==> src/rtl/uart_pkg.sv <==
// Shared definitions for the UART receive path: parity modes, receiver
// state encoding and the command-channel ASCII bytes.
package uart_pkg;

  localparam int PAR_NONE = 0;
  localparam int PAR_ODD  = 1;
  localparam int PAR_EVEN = 2;

  typedef enum logic [2:0] {
    ST_IDLE   = 3'd0,
    ST_START  = 3'd1,
    ST_DATA   = 3'd2,
    ST_PARITY = 3'd3,
    ST_STOP   = 3'd4,
    ST_BREAK  = 3'd5
  } rx_state_t;

  localparam logic [7:0] CMD_M = 8'h4D;
  localparam logic [7:0] CMD_T = 8'h54;
  localparam logic [7:0] CMD_R = 8'h52;
  localparam logic [7:0] CMD_L = 8'h4C;
  localparam logic [7:0] CMD_U = 8'h55;
  localparam logic [7:0] CMD_D = 8'h44;
  localparam logic [7:0] CMD_H = 8'h48;
  localparam logic [7:0] CMD_S = 8'h53;

  // Clocks per oversampling tick; truncation is intentional.
  function automatic int calc_div(input int clk_freq, input int baud, input int ovs);
    return clk_freq / (baud * ovs);
  endfunction

endpackage

==> src/rtl/sync_fifo_fwft.sv <==
// First-word-fall-through FIFO with a registered head; full/empty come
// straight from the occupancy count.
module sync_fifo_fwft #(
  parameter int WIDTH = 8,
  parameter int DEPTH = 16
) (
  input  logic                           clk,
  input  logic                           rst,
  input  logic                           push,
  input  logic [WIDTH-1:0]               wdata,
  input  logic                           pop,
  output logic [WIDTH-1:0]               rd_data,
  output logic                           empty,
  output logic                           full,
  output logic [$clog2(DEPTH+1)-1:0]     count
);

  localparam int AW = $clog2(DEPTH);
  localparam int CW = $clog2(DEPTH + 1);

  logic [WIDTH-1:0] mem [DEPTH];
  logic [AW-1:0]    wr_ptr;
  logic [AW-1:0]    rd_ptr;
  logic [AW-1:0]    rd_ptr_n;
  logic             do_push;
  logic             do_pop;

  assign empty    = (count == '0);
  assign full     = (count == CW'(DEPTH));
  assign do_pop   = pop && !empty;
  assign do_push  = push && (!full || do_pop);
  assign rd_ptr_n = do_pop ? rd_ptr + 1'b1 : rd_ptr;

  always_ff @(posedge clk) begin
    if (do_push) begin
      mem[wr_ptr] <= wdata;
    end
  end

  always_ff @(posedge clk) begin
    if (rst) begin
      wr_ptr  <= '0;
      rd_ptr  <= '0;
      count   <= '0;
      rd_data <= '0;
    end else begin
      if (do_push) begin
        wr_ptr <= wr_ptr + 1'b1;
      end
      rd_ptr <= rd_ptr_n;

      case ({do_push, do_pop})
        2'b10:   count <= count + 1'b1;
        2'b01:   count <= count - 1'b1;
        default: count <= count;
      endcase

      // The incoming word becomes the head when nothing older remains after
      // this cycle's pop; otherwise the head moves to the next stored slot.
      if (do_push && (wr_ptr == rd_ptr_n)) begin
        rd_data <= wdata;
      end else if (do_pop && (count != CW'(1))) begin
        rd_data <= mem[rd_ptr_n];
      end
    end
  end

endmodule

==> src/rtl/uart_rx_fifo.sv <==
// Oversampling UART receiver with start-glitch rejection, framing/parity
// error pulses and a FWFT receive FIFO with sticky overflow.
//
// state    | meaning
// ---------+----------------------------------------------------------
// IDLE     | line high, waiting for a falling edge on the synced rx
// START    | counting to mid start bit to confirm it is not a glitch
// DATA     | sampling DATA_BITS data bits LSB first at mid-bit
// PARITY   | sampling the parity bit and latching the mismatch flag
// STOP     | sampling the stop bit; push byte or report an error
// BREAK    | line held low after a framing error, wait for it to rise
module uart_rx_fifo
  import uart_pkg::*;
#(
  parameter int CLK_FREQ   = 100_000_000,
  parameter int BAUD       = 9600,
  parameter int OVS        = 16,
  parameter int DATA_BITS  = 8,
  parameter int PARITY     = 0,
  parameter int FIFO_DEPTH = 16
) (
  input  logic                              clk,
  input  logic                              rst,
  input  logic                              rx,
  input  logic                              rd_en,
  input  logic                              ovf_clr,
  output logic [DATA_BITS-1:0]              rd_data,
  output logic                              empty,
  output logic                              full,
  output logic [$clog2(FIFO_DEPTH+1)-1:0]   count,
  output logic                              frame_err,
  output logic                              parity_err,
  output logic                              overflow
);

  localparam int DIV   = calc_div(CLK_FREQ, BAUD, OVS);
  localparam int DIV_W = (DIV > 1) ? $clog2(DIV) : 1;
  localparam int SUB_W = $clog2(OVS);

  localparam logic [DIV_W-1:0] DIV_LOAD = DIV_W'(DIV - 1);
  localparam logic [SUB_W-1:0] SUB_HALF = SUB_W'(OVS / 2 - 1);
  localparam logic [SUB_W-1:0] SUB_FULL = SUB_W'(OVS - 1);
  localparam logic [2:0]       BIT_LAST = 3'(DATA_BITS - 1);

  rx_state_t            state;
  logic                 rx_meta;
  logic                 rx_s;
  logic [DIV_W-1:0]     div_cnt;
  logic                 tick;
  logic                 start_det;
  logic [SUB_W-1:0]     sub_cnt;
  logic                 sample;
  logic [2:0]           bit_cnt;
  logic [DATA_BITS-1:0] shreg;
  logic                 bad;
  logic                 push;

  always_ff @(posedge clk) begin
    if (rst) begin
      rx_meta <= 1'b1;
      rx_s    <= 1'b1;
    end else begin
      rx_meta <= rx;
      rx_s    <= rx_meta;
    end
  end

  // Tick down-counter free-runs, and is re-phased on the start edge.
  assign start_det = (state == ST_IDLE) && !rx_s;
  assign tick      = (div_cnt == '0);
  assign sample    = tick && (sub_cnt == '0);

  always_ff @(posedge clk) begin
    if (rst) begin
      div_cnt <= DIV_LOAD;
    end else if (start_det || tick) begin
      div_cnt <= DIV_LOAD;
    end else begin
      div_cnt <= div_cnt - 1'b1;
    end
  end

  always_ff @(posedge clk) begin
    if (rst) begin
      state      <= ST_IDLE;
      sub_cnt    <= '0;
      bit_cnt    <= '0;
      shreg      <= '0;
      bad        <= 1'b0;
      push       <= 1'b0;
      frame_err  <= 1'b0;
      parity_err <= 1'b0;
    end else begin
      push       <= 1'b0;
      frame_err  <= 1'b0;
      parity_err <= 1'b0;

      if (sample) begin
        sub_cnt <= SUB_FULL;
      end else if (tick) begin
        sub_cnt <= sub_cnt - 1'b1;
      end

      case (state)
        ST_IDLE: begin
          bad <= 1'b0;
          if (!rx_s) begin
            state   <= ST_START;
            sub_cnt <= SUB_HALF;
          end
        end
        ST_START: begin
          if (sample) begin
            bit_cnt <= BIT_LAST;
            state   <= rx_s ? ST_IDLE : ST_DATA;
          end
        end
        ST_DATA: begin
          if (sample) begin
            shreg <= {rx_s, shreg[DATA_BITS-1:1]};
            if (bit_cnt == '0) begin
              state <= (PARITY != PAR_NONE) ? ST_PARITY : ST_STOP;
            end else begin
              bit_cnt <= bit_cnt - 1'b1;
            end
          end
        end
        ST_PARITY: begin
          if (sample) begin
            bad   <= ((^shreg) ^ rx_s) != (PARITY == PAR_ODD);
            state <= ST_STOP;
          end
        end
        ST_STOP: begin
          if (sample) begin
            if (!rx_s) begin
              frame_err <= 1'b1;
              state     <= ST_BREAK;
            end else if (bad) begin
              parity_err <= 1'b1;
              state      <= ST_IDLE;
            end else begin
              push  <= 1'b1;
              state <= ST_IDLE;
            end
          end
        end
        ST_BREAK: begin
          if (rx_s) begin
            state <= ST_IDLE;
          end
        end
        default: state <= ST_IDLE;
      endcase
    end
  end

  // A simultaneous read frees a slot, so only an unread full FIFO drops.
  always_ff @(posedge clk) begin
    if (rst) begin
      overflow <= 1'b0;
    end else if (push && full && !rd_en) begin
      overflow <= 1'b1;
    end else if (ovf_clr) begin
      overflow <= 1'b0;
    end
  end

  sync_fifo_fwft #(
    .WIDTH (DATA_BITS),
    .DEPTH (FIFO_DEPTH)
  ) u_fifo (
    .clk     (clk),
    .rst     (rst),
    .push    (push),
    .wdata   (shreg),
    .pop     (rd_en),
    .rd_data (rd_data),
    .empty   (empty),
    .full    (full),
    .count   (count)
  );

endmodule
==> config.mk <==
export PLATFORM = sky130hd
export DESIGN_NAME = uart_rx_fifo
export DESIGN_NICKNAME = d
export VERILOG_FILES = /design/src/rtl/uart_pkg.sv /design/src/rtl/sync_fifo_fwft.sv /design/src/rtl/uart_rx_fifo.sv
export SDC_FILE = /design/constraint.sdc
export NUM_CORES = 1
export LEC_CHECK = 0
export CAP_MARGIN = 5
export CORE_ASPECT_RATIO = 0.9
export CORE_MARGIN = 2
export CORE_UTILIZATION = 48
export DETAILED_ROUTE_END_ITERATION = 12
export PLACE_DENSITY_LB_ADDON = 0.08
export SLEW_MARGIN = 10
export SYNTH_ARGS = -nofsm -noshare
export SYNTH_HDL_FRONTEND = slang
export SYNTH_HIERARCHICAL = 1
export SYNTH_SLANG_ARGS = --single-unit
==> constraint.sdc <==
create_clock -name clk -period 3.3 [get_ports clk]
set_input_delay 0.495 -clock clk [delete_from_list [all_inputs] [get_ports clk]]
set_output_delay 0.495 -clock clk [all_outputs]
set_load 0.03 [all_outputs]
# Yosys cells after proc, flatten, opt, wreduce, memory -nomap -nowiden
# Memory sizes are Yosys's and may differ from the RTL's. A register that Yosys moved wholly into a read port is not among the register bits.
# Index checks and enable logic that the tools add are counted.
dict set report word_totals {
  mem_bits_rw 128
  romBits 0
  regBits 48
  in_bits 5
  latchBits 0
  elab_cells 106
  memories 1
  out_inout_bits 18
}
dict set report op_classes {
  multipliers 0
  n_lt_le_gt_ge 0
  bitwise_logic 4
  n_mux 29
  div 0
  shifts 0
  n_eq_ne 18
  n_addsub 7
  reduce_logical 32
}
# memory depth width read_ports rd_clocked_by_memory_dff write_ports line_no
set memory_table {}
lappend memory_table {u_fifo.mem 16 8 1 1 1 sync_fifo_fwft.sv:21} ;# logic [WIDTH-1:0] mem [DEPTH];
# cell n
set op_table {}
lappend op_table {{$mux 3} 11}
lappend op_table {{$mux 4} 5}
lappend op_table {{$pmux 3 s6} 1}
lappend op_table {{$ne 2x2->1 const B} 8}
lappend op_table {{$logic_not 10->1} 1}
lappend op_table {{$pmux 5 s2} 1}
lappend op_table {{$reduce_bool 2->1} 5}
lappend op_table {{$sub 10x1->10 const B} 1}
lappend op_table {{$add 4x1->4 const B} 2}
lappend op_table {{$logic_and 1x1->1} 8}
lappend op_table {{$mux 1} 8}
lappend op_table {{$reduce_xor 8->1} 1}
lappend op_table {{$reduce_and 7->1} 1}
lappend op_table {{$eq 3x2->1 const B} 2}
lappend op_table {{$eq 3x3->1 const B} 2}
lappend op_table {{$logic_not 3->1} 2}
lappend op_table {{$pmux 3 s2} 1}
lappend op_table {{$add 5x1->5 const B} 1}
lappend op_table {{$eq 5x5->1 const B} 1}
lappend op_table {{$logic_not 5->1} 1}
lappend op_table {{$ne 5x1->1 const B} 1}
lappend op_table {{$sub 5x1->5 const B} 1}
lappend op_table {{$eq 4x4->1} 1}
lappend op_table {{$logic_not 1->1} 4}
lappend op_table {{16 further kinds} 20}

# Depth between registers and ports, before layout
dict set report logic_depth {
  word_depth 7
  depth_mapped 13
  ltp_nobuf 10
}

# Hierarchy
# The synthesis kept the hierarchy.
# mod instances area_per_inst_um2 seq_area_each_um2 cells_per_inst
set by_module_without_submodules {}
lappend by_module_without_submodules {sync_fifo_fwft 1 7452.1 4264.1 581}
lappend by_module_without_submodules {uart_rx_fifo 1 1609.0 700.7 177}

# Least setup slack after synthesis
# Ideal clock, no wire load.
dict set report synth_path {
  path_kind {register -> register}
  startpoint {reg u_fifo.count[0]}
  endpoint {reg u_fifo.rd_data[1], read port of u_fifo.mem}
  setup_slack_ps 467
  path_stages_with_launch 14
  t_required_ps 3171
  setup_time_ps 129
  n_path_buf 3
  t_arrival_ps 2704
  synth_period_minus_slack_ps 2833
  path_cell_list {dfxtp_1 > inv_1 > ha_1 > or4b_4 > buf_6 > inv_8 > or3_1 > buf_2 > buf_2 > o221a_2 > o211ai_1 > o311ai_0 > a21oi_1 > a211oi_2}
}
dict set report synth_via {
  elab_chain_len 7
  elab_cells_between_ends 13
  cone_classes {eq/ne: 3; mux: 1; reduce/logical: 9}
}
# element line_no
set synth_rtl {}
lappend synth_rtl {{start: declaration} sync_fifo_fwft.sv:15} ;# output logic [$clog2(DEPTH+1)-1:0] count
lappend synth_rtl {{start signal: assignment} sync_fifo_fwft.sv:53} ;# 2'b10: count <= count + 1'b1;
lappend synth_rtl {{start signal: assignment} sync_fifo_fwft.sv:54} ;# 2'b01: count <= count - 1'b1;
lappend synth_rtl {{start signal: assignment} sync_fifo_fwft.sv:55} ;# default: count <= count;
lappend synth_rtl {{$logic_not 5->1 *} sync_fifo_fwft.sv:28} ;# assign empty = (count == '0);
lappend synth_rtl {{via empty} uart_rx_fifo.sv:28} ;# output logic empty,
lappend synth_rtl {{$logic_not 1->1 *} sync_fifo_fwft.sv:30} ;# assign do_pop = pop && !empty;
lappend synth_rtl {{$logic_and 1x1->1 *} sync_fifo_fwft.sv:30}
lappend synth_rtl {{$mux 4 or $logic_or 1x1->1 (tied branches)} {sync_fifo_fwft.sv:32, sync_fifo_fwft.sv:31}}
lappend synth_rtl {{$eq 4x4->1 or $logic_and 1x1->1 (tied branches)} {sync_fifo_fwft.sv:60, sync_fifo_fwft.sv:31}}
lappend synth_rtl {{$logic_and 1x1->1} sync_fifo_fwft.sv:60} ;# if (do_push && (wr_ptr == rd_ptr_n)) begin
lappend synth_rtl {{$reduce_bool 2->1 (no line)} --}
lappend synth_rtl {{end: declaration} sync_fifo_fwft.sv:12} ;# output logic [WIDTH-1:0] rd_data,
# Mark *: on every way through the listed nets, which the timed path passes. The rest lies on a longest branch.
# A chain may end at the register's enable or synchronous reset.

# Worst setup path in the final report
dict set report layout_path {
  startpoint {reg u_fifo.count[0]}
  endpoint {out empty}
}
dict set report layout_via {
  elab_chain_len 1
}
# element line_no
set layout_rtl {}
lappend layout_rtl {{$logic_not 5->1} sync_fifo_fwft.sv:28}
lappend layout_rtl {{end: declaration} uart_rx_fifo.sv:28}
# No other way between the ends.

==> flow_metrics.py <==
metrics = {
    "die": {
        "initial_core_util_pct": 49.1,
        "die_h_um": 134,
        "ios": 23,
        "fp.dieW_um": 149,
        "dieArea_mm2": 0.0200,
        "core_mm2": 0.0185,
        "std_cell_rows": 47,
    },
    "clock_tree": {
        "htree_levels": 4,
        "cts-root-buf": "clkbuf_16",
        "clkTransAtPathRegs_ns": 0.07,
        "clockBufferDepth": 2,
        "tritoncts": "done",
        "insertion_delay_ns": 0.43,
        "postCtsHoldBufs": 0,
        "postCtsSetupBuffers": 0,
        "cts.sinks": 184,
        "numCtsBuffers": 17,
        "ctsResizeCount": 0,
    },
    "synthesis": {
        "synthArstFlopShare_pct": 0,
        "synth_cells": 758,
        "synth_flop_cell": "edfxtp_1",
        "yosysTopAreaCellShare_pct": 42.4,
        "synth_cell_types": 76,
        "netlist.top_cell.by_area": "edfxtp_1",
        "ys_seq_area_share_pct": 54.8,
        "synth_area_mm2": 0.00906,
        "syn_area_per_cell_um2": 12.0,
        "ys_warn_count": 6,
        "ys_top_cells_by_count": "edfxtp_1, nor2_1, mux2i_1",
        "synth_edf_count": 128,
        "synthTopCellsByArea": "edfxtp_1, dfxtp_1, mux2i_1",
        "syn-num-nets": 777,
        "synth-seq-cells": 184,
        "synth.most_common_cell": "edfxtp_1",
    },
    "global_route": {
        "grt_pass1_vias": 6192,
        "grt_usage_pct": 23.4,
        "grt_overflow": 0,
        "antenna_found_initial": 0,
        "grt_pass1_wl_um": 35300,
        "grt_max_degree": 46,
    },
    "cells_and_area": {
        "finalNetCount": 804,
        "drive_gt1_share_pct": 15.4,
        "area_delta_synth_final_pct": 12.6,
        "stdcell_area_mm2": 0.0102,
        "antenna_cells": 0,
    },
    "timing": {
        "hold_viol_final": 0,
        "fin_crit_sh_pct": 91.1,
        "finalCriticalPeriod_ns": 3.01,
        "rsz0062_at_grt": "false",
        "tightest_slew_ns": 1.03,
        "setup_viol_count_final": 0,
        "fin_tns_setup_ns": 0,
        "max_freq_mhz": 333,
        "relSlewSlack_pct": 31.4,
        "slew_viol_final": 0,
        "skew_ns": 0.0101,
    },
    "flow_run": {
        "drv_cap": 0,
    },
    "setup_path": {
        "critPathKind": "flip-flop to primary output",
        "critPathCaptureType": "primary output",
        "critPathLaunchType": "flip-flop",
        "cp.required_ns": 2.80,
        "worstPathMaxFanout": 8,
        "worstPathArrival_ns": 2.51,
    },
    "routing": {
        "dr.pass1.iters": 7,
        "num_vias": 6413,
        "wirelength_um": 22700,
        "drc": 0,
        "wl_per_cell_um": 21.8,
        "antenna_left": 0,
        "drtIter0Drc": 588,
        "viasPerCell": 6.15,
    },
    "placement": {
        "gp_congestion": 0.834,
        "dp_hpwl_um": 14600,
        "portBuffers": 22,
        "place_area_mm2": 0.00962,
    },
    "power_and_ir_drop": {
        "p_leak_nw": 3.37,
        "peakVddDrop_v": 0.000357,
        "power_density_mw_per_mm2": 676,
    },
    "hold_path": {
        "hp-class": "flip-flop to flip-flop",
    },
    "status": {
        "status": "finished, final reports clean",
    },
}
==> final cells by class <==
| cell class | count | area (um2) |
|---|---|---|
| Fill cell | 1560 | 8270 |
| Clock buffer | 17 | 425 |
| Tap cell | 245 | 307 |
| Inverter | 26 | 105 |
| Clock inverter | 15 | 156 |
| Multi-Input combinational cell | 497 | 3720 |
| Sequential cell | 184 | 4970 |
| Timing Repair Buffer | 59 | 518 |
==> routing by layer <==
layer  global-route usage (%)  vias up  part of all wire (%)
met4                     8.78        0                   2.5
met2                     37.1      229                    47
met1                     32.2     3149                    44
li1                         -     2990                     -
met3                     4.35       45                   5.9
met5                        0        -                     0
==> critical path: stages (launching register included) <==
cell	delay (ns)
dfxtp_1	0.36
inv_1	0.14
ha_1	0.20
or4b_4	0.57
inv_8	0.13
clkdlybuf4s50_1	0.67
==> state kept, by name (all words and copies together) (netlist names), 3 cells and up <==
name	count
div_cnt	10
u_fifo/rd_ptr	4
u_fifo/count	5
bit_cnt	3
sub_cnt	4
shreg	8
u_fifo/wr_ptr	4
u_fifo/rd_data	8
state	3
u_fifo/mem	128
==> cell families after synthesis <==
logic type	Yosys count	share of synthesized area (%)
buffers and inverters	77	4.14
and+or+nand+nor	179	10.1
muxes	70	8.84
AOI/OAI and AO/OA	206	17.1
adders and majority gates	14	1.93
xor gates and xnor gates	28	3.07
DFF	184	54.8
==> final timing paths <==
kind / from / depth (start not counted) / to / slack [ns]
worst max register to register: u_fifo/count[0]$_SDFFE_PP0P_ / 10 / u_fifo/rd_data[2]$_SDFFE_PP0P_ / 0.32
worst min register to register: rx_meta$_SDFF_PP1_ / 1 / rx_s$_SDFF_PP1_ / 0.42
worst max-delay path: u_fifo/count[0]$_SDFFE_PP0P_ / 5 / empty / 0.29
worst min-delay path: rx_meta$_SDFF_PP1_ / 1 / rx_s$_SDFF_PP1_ / 0.42
==> metrics by stage <==
step                      power, mW  std cells  util [%]  worst slack, ns  hold WS (ns)
after floorplan                4.34        758         -            0.467         0.389
after global placement         4.86       1011      52.1            0.416         0.405
after detailed placement       4.91       1011      52.1            0.360         0.405
after CTS                      6.92       1043      55.2            0.280         0.423
after global routing           7.20       1043      55.2            0.190         0.436
final                          6.90       1043      55.2            0.294         0.421
==> power breakdown <==
group	internal, mW	switching (mW)	total [mW]	leakage, nW
clock network	1.07	0.946	2.02	0.284
registers	2.51	0.0872	2.60	1.64
logic	0.919	1.37	2.28	1.45
==> layout by cell type (no fill, tap or decap), drive strengths merged, types with 10 or more instances in the layout <==
| cell type | synthesis | layout |
|---|---|---|
| a211oi | 15 | 15 |
| o22ai | 42 | 42 |
| nor3 | 30 | 30 |
| inv | 25 | 33 |
| ha | 14 | 14 |
| o21ai | 22 | 22 |
| xor2 | 10 | 10 |
| o221ai | 14 | 14 |
| nand2 | 30 | 30 |
| dfxtp | 56 | 56 |
| o221a | 14 | 14 |
| a21oi | 33 | 33 |
| clkbuf | 23 | 17 |
| xnor2 | 17 | 17 |
| clkdlybuf4s50 | 0 | 21 |
| buf | 28 | 38 |
| edfxtp | 128 | 128 |
| mux2i | 62 | 62 |
| nor2 | 68 | 68 |
No activity file was read; power rests on OpenSTA's default activity.
